### src/rtl/mem_port_arbiter_pkg.sv
// Shared types and constants for the two-port memory arbiter.
package mem_arb_pkg;

    typedef enum logic [1:0] {
        IDLE  = 2'd0,
        ISSUE = 2'd1,
        WAIT  = 2'd2
    } state_t;

    localparam logic PORT_IF = 1'b0;
    localparam logic PORT_LS = 1'b1;

    localparam int RD_LAT_MIN = 1;
    localparam int RD_LAT_MAX = 4;

    // Value loaded into the wait counter when a read leaves ISSUE.
    function automatic logic [1:0] lat_load(input int rd_lat);
        return 2'(rd_lat - 1);
    endfunction

endpackage

### src/rtl/mem_port_arbiter_if.sv
// Requester and memory-side signal bundle of the arbiter; slave = arbiter side.
interface mem_port_arbiter_if #(
    parameter int AW = 16,
    parameter int DW = 16
);
    logic          if_req;
    logic [AW-1:0] if_addr;
    logic [DW-1:0] if_rdata;
    logic          if_ack;
    logic          ls_req;
    logic          ls_we;
    logic [AW-1:0] ls_addr;
    logic [DW-1:0] ls_wdata;
    logic [DW-1:0] ls_rdata;
    logic          ls_ack;
    logic          mem_read;
    logic          mem_write;
    logic [AW-1:0] mem_address;
    logic [DW-1:0] mem_data_in;
    logic [DW-1:0] mem_data_out;
    logic          busy;

    modport slave (
        input  if_req, if_addr, ls_req, ls_we, ls_addr, ls_wdata, mem_data_out,
        output if_rdata, if_ack, ls_rdata, ls_ack,
               mem_read, mem_write, mem_address, mem_data_in, busy
    );

    modport master (
        output if_req, if_addr, ls_req, ls_we, ls_addr, ls_wdata, mem_data_out,
        input  if_rdata, if_ack, ls_rdata, ls_ack,
               mem_read, mem_write, mem_address, mem_data_in, busy
    );
endinterface

### src/rtl/mem_port_arbiter_pick.sv
// Grant selection between fetch and load/store; with both requesting, the
// port not granted last wins. A constant rr_last_i = PORT_IF gives ls priority.
module mem_arb_pick
    import mem_arb_pkg::*;
(
    input  logic if_req_i,
    input  logic ls_req_i,
    input  logic rr_last_i,
    output logic grant_o
);

    always_comb begin
        grant_o = PORT_IF;
        if (if_req_i && ls_req_i) begin
            grant_o = (rr_last_i == PORT_LS) ? PORT_IF : PORT_LS;
        end else if (ls_req_i) begin
            grant_o = PORT_LS;
        end
    end

endmodule

### src/rtl/mem_port_arbiter.sv
// Two-port arbiter/sequencer sharing one memory port between fetch and load/store.
// Define ARB_ROUND_ROBIN_EN for round-robin arbitration; default is ls-over-if priority.
module mem_port_arbiter
    import mem_arb_pkg::*;
#(
    parameter int AW     = 16,
    parameter int DW     = 16,
    parameter int RD_LAT = 1
) (
    input  logic               clk,
    input  logic               rst,
    mem_port_arbiter_if.slave  bus
);

    state_t        state_q, state_d;
    logic [1:0]    cnt_q, cnt_d;
    logic          port_q, port_d;
    logic [AW-1:0] mem_address_q, mem_address_d;
    logic [DW-1:0] mem_data_in_q, mem_data_in_d;
    logic          mem_read_q, mem_read_d;
    logic          mem_write_q, mem_write_d;
    logic          if_ack_q, if_ack_d;
    logic          ls_ack_q, ls_ack_d;
    logic [DW-1:0] if_rdata_q, if_rdata_d;
    logic [DW-1:0] ls_rdata_q, ls_rdata_d;
    logic          busy_q;

    logic          if_req_m, ls_req_m, grant, rr_last;

    // A port whose ack is showing this cycle is still holding its old request.
    assign if_req_m = bus.if_req & ~if_ack_q;
    assign ls_req_m = bus.ls_req & ~ls_ack_q;

`ifdef ARB_ROUND_ROBIN_EN
    logic rr_q;

    always_ff @(posedge clk or negedge rst) begin
        if (!rst) begin
            rr_q <= PORT_IF;
        end else if (state_q == IDLE && (if_req_m || ls_req_m)) begin
            rr_q <= grant;
        end
    end

    assign rr_last = rr_q;
`else
    assign rr_last = PORT_IF;
`endif

    mem_arb_pick u_pick (
        .if_req_i  (if_req_m),
        .ls_req_i  (ls_req_m),
        .rr_last_i (rr_last),
        .grant_o   (grant)
    );

    always_comb begin
        state_d       = state_q;
        cnt_d         = cnt_q;
        port_d        = port_q;
        mem_address_d = mem_address_q;
        mem_data_in_d = mem_data_in_q;
        mem_read_d    = 1'b0;
        mem_write_d   = 1'b0;
        if_ack_d      = 1'b0;
        ls_ack_d      = 1'b0;
        if_rdata_d    = if_rdata_q;
        ls_rdata_d    = ls_rdata_q;
        case (state_q)
            IDLE: begin
                if (if_req_m || ls_req_m) begin
                    port_d  = grant;
                    state_d = ISSUE;
                    if (grant == PORT_LS) begin
                        mem_address_d = bus.ls_addr;
                        mem_data_in_d = bus.ls_wdata;
                        mem_write_d   = bus.ls_we;
                        mem_read_d    = ~bus.ls_we;
                    end else begin
                        mem_address_d = bus.if_addr;
                        mem_read_d    = 1'b1;
                    end
                end
            end
            ISSUE: begin
                if (mem_write_q) begin
                    state_d  = IDLE;
                    ls_ack_d = 1'b1;
                end else begin
                    cnt_d   = lat_load(RD_LAT);
                    state_d = WAIT;
                end
            end
            WAIT: begin
                if (cnt_q == 2'd0) begin
                    state_d = IDLE;
                    if (port_q == PORT_LS) begin
                        ls_rdata_d = bus.mem_data_out;
                        ls_ack_d   = 1'b1;
                    end else begin
                        if_rdata_d = bus.mem_data_out;
                        if_ack_d   = 1'b1;
                    end
                end else begin
                    cnt_d = cnt_q - 2'd1;
                end
            end
            default: state_d = IDLE;
        endcase
    end

    always_ff @(posedge clk or negedge rst) begin
        if (!rst) begin
            state_q       <= IDLE;
            cnt_q         <= '0;
            port_q        <= PORT_IF;
            mem_address_q <= '0;
            mem_data_in_q <= '0;
            mem_read_q    <= 1'b0;
            mem_write_q   <= 1'b0;
            if_ack_q      <= 1'b0;
            ls_ack_q      <= 1'b0;
            if_rdata_q    <= '0;
            ls_rdata_q    <= '0;
            busy_q        <= 1'b0;
        end else begin
            state_q       <= state_d;
            cnt_q         <= cnt_d;
            port_q        <= port_d;
            mem_address_q <= mem_address_d;
            mem_data_in_q <= mem_data_in_d;
            mem_read_q    <= mem_read_d;
            mem_write_q   <= mem_write_d;
            if_ack_q      <= if_ack_d;
            ls_ack_q      <= ls_ack_d;
            if_rdata_q    <= if_rdata_d;
            ls_rdata_q    <= ls_rdata_d;
            busy_q        <= (state_d != IDLE);
        end
    end

    assign bus.if_rdata    = if_rdata_q;
    assign bus.if_ack      = if_ack_q;
    assign bus.ls_rdata    = ls_rdata_q;
    assign bus.ls_ack      = ls_ack_q;
    assign bus.mem_read    = mem_read_q;
    assign bus.mem_write   = mem_write_q;
    assign bus.mem_address = mem_address_q;
    assign bus.mem_data_in = mem_data_in_q;
    assign bus.busy        = busy_q;

endmodule

### src/flat_wrapper.sv
// flat-port wrapper written by rule: the top's interface ports become plain ports
module mem_port_arbiter_flat import mem_arb_pkg::*;
#(
    parameter int AW     = 16,
    parameter int DW     = 16,
    parameter int RD_LAT = 1
)
  (clk, rst, bus_if_req, bus_if_addr, bus_ls_req, bus_ls_we, bus_ls_addr, bus_ls_wdata, bus_mem_data_out, bus_if_rdata, bus_if_ack, bus_ls_rdata, bus_ls_ack, bus_mem_read, bus_mem_write, bus_mem_address, bus_mem_data_in, bus_busy);
  mem_port_arbiter_if #(.AW(AW), .DW(DW)) bus_i ();
  input  logic clk;
  input  logic rst;
  input wire logic [$bits(bus_i.if_req)-1:0] bus_if_req;
  input wire logic [$bits(bus_i.if_addr)-1:0] bus_if_addr;
  input wire logic [$bits(bus_i.ls_req)-1:0] bus_ls_req;
  input wire logic [$bits(bus_i.ls_we)-1:0] bus_ls_we;
  input wire logic [$bits(bus_i.ls_addr)-1:0] bus_ls_addr;
  input wire logic [$bits(bus_i.ls_wdata)-1:0] bus_ls_wdata;
  input wire logic [$bits(bus_i.mem_data_out)-1:0] bus_mem_data_out;
  output wire logic [$bits(bus_i.if_rdata)-1:0] bus_if_rdata;
  output wire logic [$bits(bus_i.if_ack)-1:0] bus_if_ack;
  output wire logic [$bits(bus_i.ls_rdata)-1:0] bus_ls_rdata;
  output wire logic [$bits(bus_i.ls_ack)-1:0] bus_ls_ack;
  output wire logic [$bits(bus_i.mem_read)-1:0] bus_mem_read;
  output wire logic [$bits(bus_i.mem_write)-1:0] bus_mem_write;
  output wire logic [$bits(bus_i.mem_address)-1:0] bus_mem_address;
  output wire logic [$bits(bus_i.mem_data_in)-1:0] bus_mem_data_in;
  output wire logic [$bits(bus_i.busy)-1:0] bus_busy;
  assign bus_i.if_req = bus_if_req;
  assign bus_i.if_addr = bus_if_addr;
  assign bus_i.ls_req = bus_ls_req;
  assign bus_i.ls_we = bus_ls_we;
  assign bus_i.ls_addr = bus_ls_addr;
  assign bus_i.ls_wdata = bus_ls_wdata;
  assign bus_i.mem_data_out = bus_mem_data_out;
  assign bus_if_rdata = bus_i.if_rdata;
  assign bus_if_ack = bus_i.if_ack;
  assign bus_ls_rdata = bus_i.ls_rdata;
  assign bus_ls_ack = bus_i.ls_ack;
  assign bus_mem_read = bus_i.mem_read;
  assign bus_mem_write = bus_i.mem_write;
  assign bus_mem_address = bus_i.mem_address;
  assign bus_mem_data_in = bus_i.mem_data_in;
  assign bus_busy = bus_i.busy;
  mem_port_arbiter #(.AW(AW), .DW(DW), .RD_LAT(RD_LAT)) u_core (.clk(clk), .rst(rst), .bus(bus_i));
endmodule
### config.mk
export PLATFORM = sky130hd
export DESIGN_NAME = mem_port_arbiter_flat
export DESIGN_NICKNAME = d
export VERILOG_FILES = /design/src/rtl/mem_port_arbiter_pkg.sv /design/src/rtl/mem_port_arbiter_if.sv /design/src/rtl/mem_port_arbiter_pick.sv /design/src/rtl/mem_port_arbiter.sv /design/src/flat_wrapper.sv
export SDC_FILE = /design/constraint.sdc
export NUM_CORES = 1
export LEC_CHECK = 0
export ABC_CLOCK_PERIOD_IN_PS = 4100
export BUFFER_PORTS_ARGS = -buffer_cell sky130_fd_sc_hd__buf_2
export CORE_AREA = 2 2 70 99
export CTS_CLUSTER_DIAMETER = 100
export DETAILED_ROUTE_END_ITERATION = 7
export DIE_AREA = 0 0 72 101
export PLACE_DENSITY = 0.8
export SETUP_SLACK_MARGIN = 0.3
export SYNTH_ARGS = -nofsm -noshare
export SYNTH_HDL_FRONTEND = slang
export SYNTH_SLANG_ARGS = --single-unit
### constraint.sdc
create_clock -name clk -period 4.1 [get_ports clk]
set_input_delay 0.82 -clock clk [delete_from_list [all_inputs] [get_ports clk]]
set_output_delay 0.82 -clock clk [all_outputs]
set_load 0.05 [all_outputs]
# Yosys cells after proc, flatten, opt, wreduce, memory -nomap -nowiden
# Cells that the tools add are included.
[word_totals]
ff_bits = 74
out_inout_bits = 69
word_cells = 57
[op_classes]
add_sub_neg = 1
eq_ne = 4
n_mux = 23
bitwise = 6
reduce_logical = 11
[ops]
columns = ["operator", "count"]
rows = [
  ["$mux W16", 1],
  ["$mux W1", 14],
  ["$reduce_and A3 Y1", 4],
  ["$mux W2", 5],
  ["$pmux W2 S3", 1],
  ["$logic_not A2 Y1", 2],
  ["$ne A2 B2 Y1 const B", 2],
  ["$not A1 Y1", 4],
  ["$pmux W2 S2", 1],
  ["$reduce_bool A2 Y1", 2],
  ["$and A1 B1 Y1", 2],
  ["$eq A2 B1 Y1 const B", 1],
  ["$eq A2 B2 Y1 const B", 1],
  ["$pmux W1 S2", 1],
  ["$reduce_and A2 Y1", 1],
  ["$sub A2 B1 Y2 const B", 1],
  ["$logic_and A1 B1 Y1", 1],
  ["$logic_or A1 B1 Y1", 1],
]

# Logic depth before layout (Yosys ltp)
[depth]
depth_word = 7
ltp_mapped = 5
depth_no_buf = 5

# Hierarchy
# A second synthesis with hierarchy kept.
[unflattened]
cells_unflattened = 203
area_unflattened_um2 = 3176.8
[by_module_without_submodules]
columns = ["module", "n_inst", "cells_per_inst", "area_per_inst_um2", "seq_area_each_um2"]
rows = [
  ["mem_port_arbiter", 1, 202, 3165.5, 1851.8],
  ["mem_arb_pick", 1, 1, 11.3, 0.0],
]

# Worst setup path after synthesis
# Ideal clock, no wire load.
[synth_timing]
path_kind = "input -> register"
start = "in bus_ls_req"
end = "reg u_core.mem_address_q[2], in the netlist u_core.bus.mem_address[2]"
arrival_ns = 1.741
required_time_ns = 3.972
path_slack_ns = 2.231
cell_stages = 5
n_path_buf = 2
cell_sequence = "nand2b_4 buf_6 a21boi_4 buf_6 mux2_1"
[synth_between]
elab_chain_len = 4
[synth_rtl]
columns = ["element", "line_no", "source"]
rows = [
  ["start, declared", "flat_wrapper.sv:14", "input wire logic [$bits(bus_i.ls_req)-1:0] bus_ls_req;"],
  ["$and A1 B1 Y1 (*)", "mem_port_arbiter.sv:32", "assign ls_req_m = bus.ls_req & ~ls_ack_q;"],
  ["$mux W1 / $logic_and A1 B1 Y1 (equally long branches)", "mem_port_arbiter_pick.sv:16, mem_port_arbiter_pick.sv:14", ""],
  ["$mux W1", "mem_port_arbiter_pick.sv:14", "if (if_req_i && ls_req_i) begin"],
  ["$mux W16", "mem_port_arbiter.sv:74", "if (grant == PORT_LS) begin"],
  ["end signal, assigned", "mem_port_arbiter.sv:130", "mem_address_q <= mem_address_d;"],
  ["end, declared", "mem_port_arbiter.sv:18", "logic [AW-1:0] mem_address_q, mem_address_d;"],
]
# Mark *: on every way between the ends. The rest lies on a longest branch, timed or not.
# A chain may end at the register's enable or synchronous reset.

# Final worst setup path
[layout_timing]
start = "in bus_ls_req"
end = "reg u_core.mem_address_q[13], in the netlist u_core.bus.mem_address[13]"
# The elaborated chain is that of the path after synthesis.

==> impl_metrics.env <==
export IMPL_io_buffer_count=137
export IMPL_clk_sink_count=74
export IMPL_cp_data_required_time_ns=4.32
export IMPL_setup_worst_path_end_class="flip-flop"
export IMPL_worst_slew_margin_rel_pct=43.9
export IMPL_r2r_slack_ns=2.16
export IMPL_layout_cells_most_common="buf_2"
export IMPL_setup_slack_ns=2.16
export IMPL_ctsHoldBuffers=0
export IMPL_drtIter0Drc=77
export IMPL_cts_htree_levels=3
export IMPL_dieArea_um2=7270
export IMPL_tritoncts_clock_tree="yes"
export IMPL_grt_use_total_pct=18.0
export IMPL_critPathMaxFanout=19
export IMPL_report_final_setup_viol=0
export IMPL_grt_ovfl_total=0
export IMPL_p_r_area_growth_vs_syn_pct=29.2
export IMPL_run_status="complete, no violations"
export IMPL_cts_resized_gates=0
export IMPL_critPathMaxStageDelay_ns=0.62
export IMPL_vias=2131
export IMPL_die_width_um=72
export IMPL_beginning_of_the_critical_path="bus_ls_req"
export IMPL_register_area_um2=1850
export IMPL_worst_hold_path_type="reg -> reg"
export IMPL_ant_nets_after_route=0
export IMPL_post_synth_top_area_cell="dfrtp_1"
export IMPL_crit_path_top_delay_cell="a21boi_4"
export IMPL_syn_area_per_cell_um2=15.8
export IMPL_syn_inst=200
export IMPL_ys_seq_elements=74
export IMPL_final_hold_viols=0
export IMPL_clkLatencyLatePin_ns=0.34
export IMPL_n_fill_cell=496
export IMPL_place_gp_congestion=0.742
export IMPL_final_min_clock_period_ns=1.94
export IMPL_synth_top_area_share_pct=58.5
export IMPL_maxCapViolCount=0
export IMPL_drv_slew=0
export IMPL_synth_cell_type_count=28
export IMPL_max_clock_freq_mhz=516
export IMPL_grt_max_degree=40
export IMPL_detailedRoute_firstPassIterationCount=4
export IMPL_max_slew_worst_pin_slew_ns=0.841
export IMPL_detailed_place_hpwl_mm=4.64
export IMPL_tritoncts_num_buffers=9
export IMPL_design_core_area_um2=6440
export IMPL_grt_antenna_before_repair=0
export IMPL_design_portCount=138
export IMPL_netlist_top_cells_area="dfrtp_1 59%, mux2_2 22%, mux2_4 7.6%, ha_1 2.0%, a21oi_1 0.79%"
export IMPL_drive_above_1_share_pct=69.2
export IMPL_final_nets=417
export IMPL_die_h_um=101
export IMPL_synth_seq_area_share_pct=58.5
export IMPL_antenna_cells=0
export IMPL_worstReg2RegStart="u_core.state_q[1]"
export IMPL_detail_route_drc_violations=0
export IMPL_cts_repair_timing_setup_buffer_count=0
export IMPL_wl_mm=6.20
export IMPL_type_of_the_worst_setup_path="in -> reg"
export IMPL_worstHoldStart="u_core.bus.mem_address[2]"
export IMPL_final_core_utilization_pct=63.5
export IMPL_setup_repair_after_global_routing_missed_its_margin="no"
export IMPL_cts_clk_slew_worst_paths_ns=0.07
export IMPL_worst_endpoint_arrival_ns=2.16
export IMPL_timing_final_crit_share_pct=47.3
export IMPL_multi_input_comb_area_um2=1230
export IMPL_initial_utilization_pct=49.1
export IMPL_clock_tree_root_cell="clkbuf_8"
export IMPL_most_frequent_cells_in_the_layout="137 x buf_2, 74 x dfrtp_1, 63 x mux2_2"
export IMPL_ys_warn_count=0
export IMPL_clock_tree_buffer_depth=2
export IMPL_vias_in_the_first_global_route=2236
export IMPL_rows=35
export IMPL_place_ws_ns=1.76
export IMPL_critical_path_cell_chain="buf_2, nand2b_4, a21boi_4, mux2_2"
export IMPL_grt_first_pass_wirelength_mm=10.1
export IMPL_synth_area_um2=3160
export IMPL_timing_clock_skew_ns=0.00723
export IMPL_cp_start_kind="input pin"
export IMPL_wl_per_cell_um=14.7
export IMPL_post_drt_via_cell_ratio=5.06
export IMPL_fin_tns_setup_ns=0
export IMPL_syn_num_nets=274
layer usage:
metal / up-vias / track usage (%) / wire [um]
li1: 994 / - / -
met1: 1049 / 20.9 / 2390
met2: 79 / 31.6 / 3320
met3: 9 / 4.60 / 383
met4: 0 / 6.97 / 106
met5: - / 0 / 0
final timing paths:
check,to,cells past startpoint
setup / recovery,u_core.bus.mem_address[13],4
hold / removal,u_core.bus.mem_address[2],1
setup reg to reg,u_core.bus.mem_address[13],4
hold reg to reg,u_core.bus.mem_address[2],1
max in group asynchronous,u_core.bus.if_rdata[13],2
min in group asynchronous,u_core.bus.ls_rdata[3],1
cell families (layout without fill, tap and decap cells):
kind of cell,after synthesis,count (layout),share of synthesized area [%]
simple gates,14,14,3.16
compound gates,15,15,3.48
fa+ha+maj,5,5,1.98
flops,74,74,58.5
buf+inv,12,159,2.45
mux,80,80,30.4
critical path: cells and delay by family:
| kind | cells | cell delay, ns |
|---|---|---|
| AND/OR/NAND/NOR | 1 | 0.20 |
| AO/OA/AOI/OAI | 1 | 0.62 |
| buffers and inverters | 1 | 0.11 |
| multiplexers | 1 | 0.41 |
final cells by class:
type	instances	area share [%]
Clock inverter	4	1.26
Sequential cell	74	45.3
Timing Repair Buffer	138	17.0
Multi-Input combinational cell	114	30.2
Clock buffer	11	3.46
Inverter	6	0.551
Tap cell	74	2.27
registers in the layout, indices dropped and copies added (netlist names), 2 cells and up:
register	count
u_core.state_q	2
u_core.bus.ls_rdata	16
u_core.cnt_q	2
u_core.bus.mem_address	16
u_core.bus.mem_data_in	16
u_core.bus.if_rdata	16
metrics by stage:
stage | hold WS, ns | cell area, um^2 | cells
after detailed placement | 0.469 | 3890 | 406
after CTS | 0.485 | 4090 | 421
after floorplan | 0.476 | 3160 | 200
final | 0.481 | 4090 | 421
after global routing | 0.519 | 4090 | 421
after global placement | 0.464 | 3890 | 406
cell usage after synthesis:
| cell type | number |
|---|---|
| nand2b_1 | 2 |
| nand4_1 | 1 |
| nor2b_1 | 2 |
| dfrtp_1 | 74 |
| a22o_1 | 1 |
| nand2_1 | 2 |
| buf_2 | 2 |
| a21boi_0 | 1 |
| nand2_2 | 1 |
| mux2_4 | 16 |
| mux2_2 | 63 |
| buf_4 | 1 |
| ha_1 | 5 |
| a21oi_1 | 5 |
| o22ai_1 | 1 |
| a21bo_2 | 2 |
| and3_1 | 1 |
| o21ai_0 | 3 |
| nand3_2 | 2 |
| nand2b_4 | 1 |
| buf_8 | 1 |
| mux2_1 | 1 |
| buf_6 | 2 |
| or2_2 | 1 |
| inv_1 | 6 |
| a21boi_4 | 1 |
| a41oi_1 | 1 |
| and2b_2 | 1 |
Power is left out: the tool's default activity adds up to more than one toggle a clock period on the data nets, which glitch-free logic cannot reach.
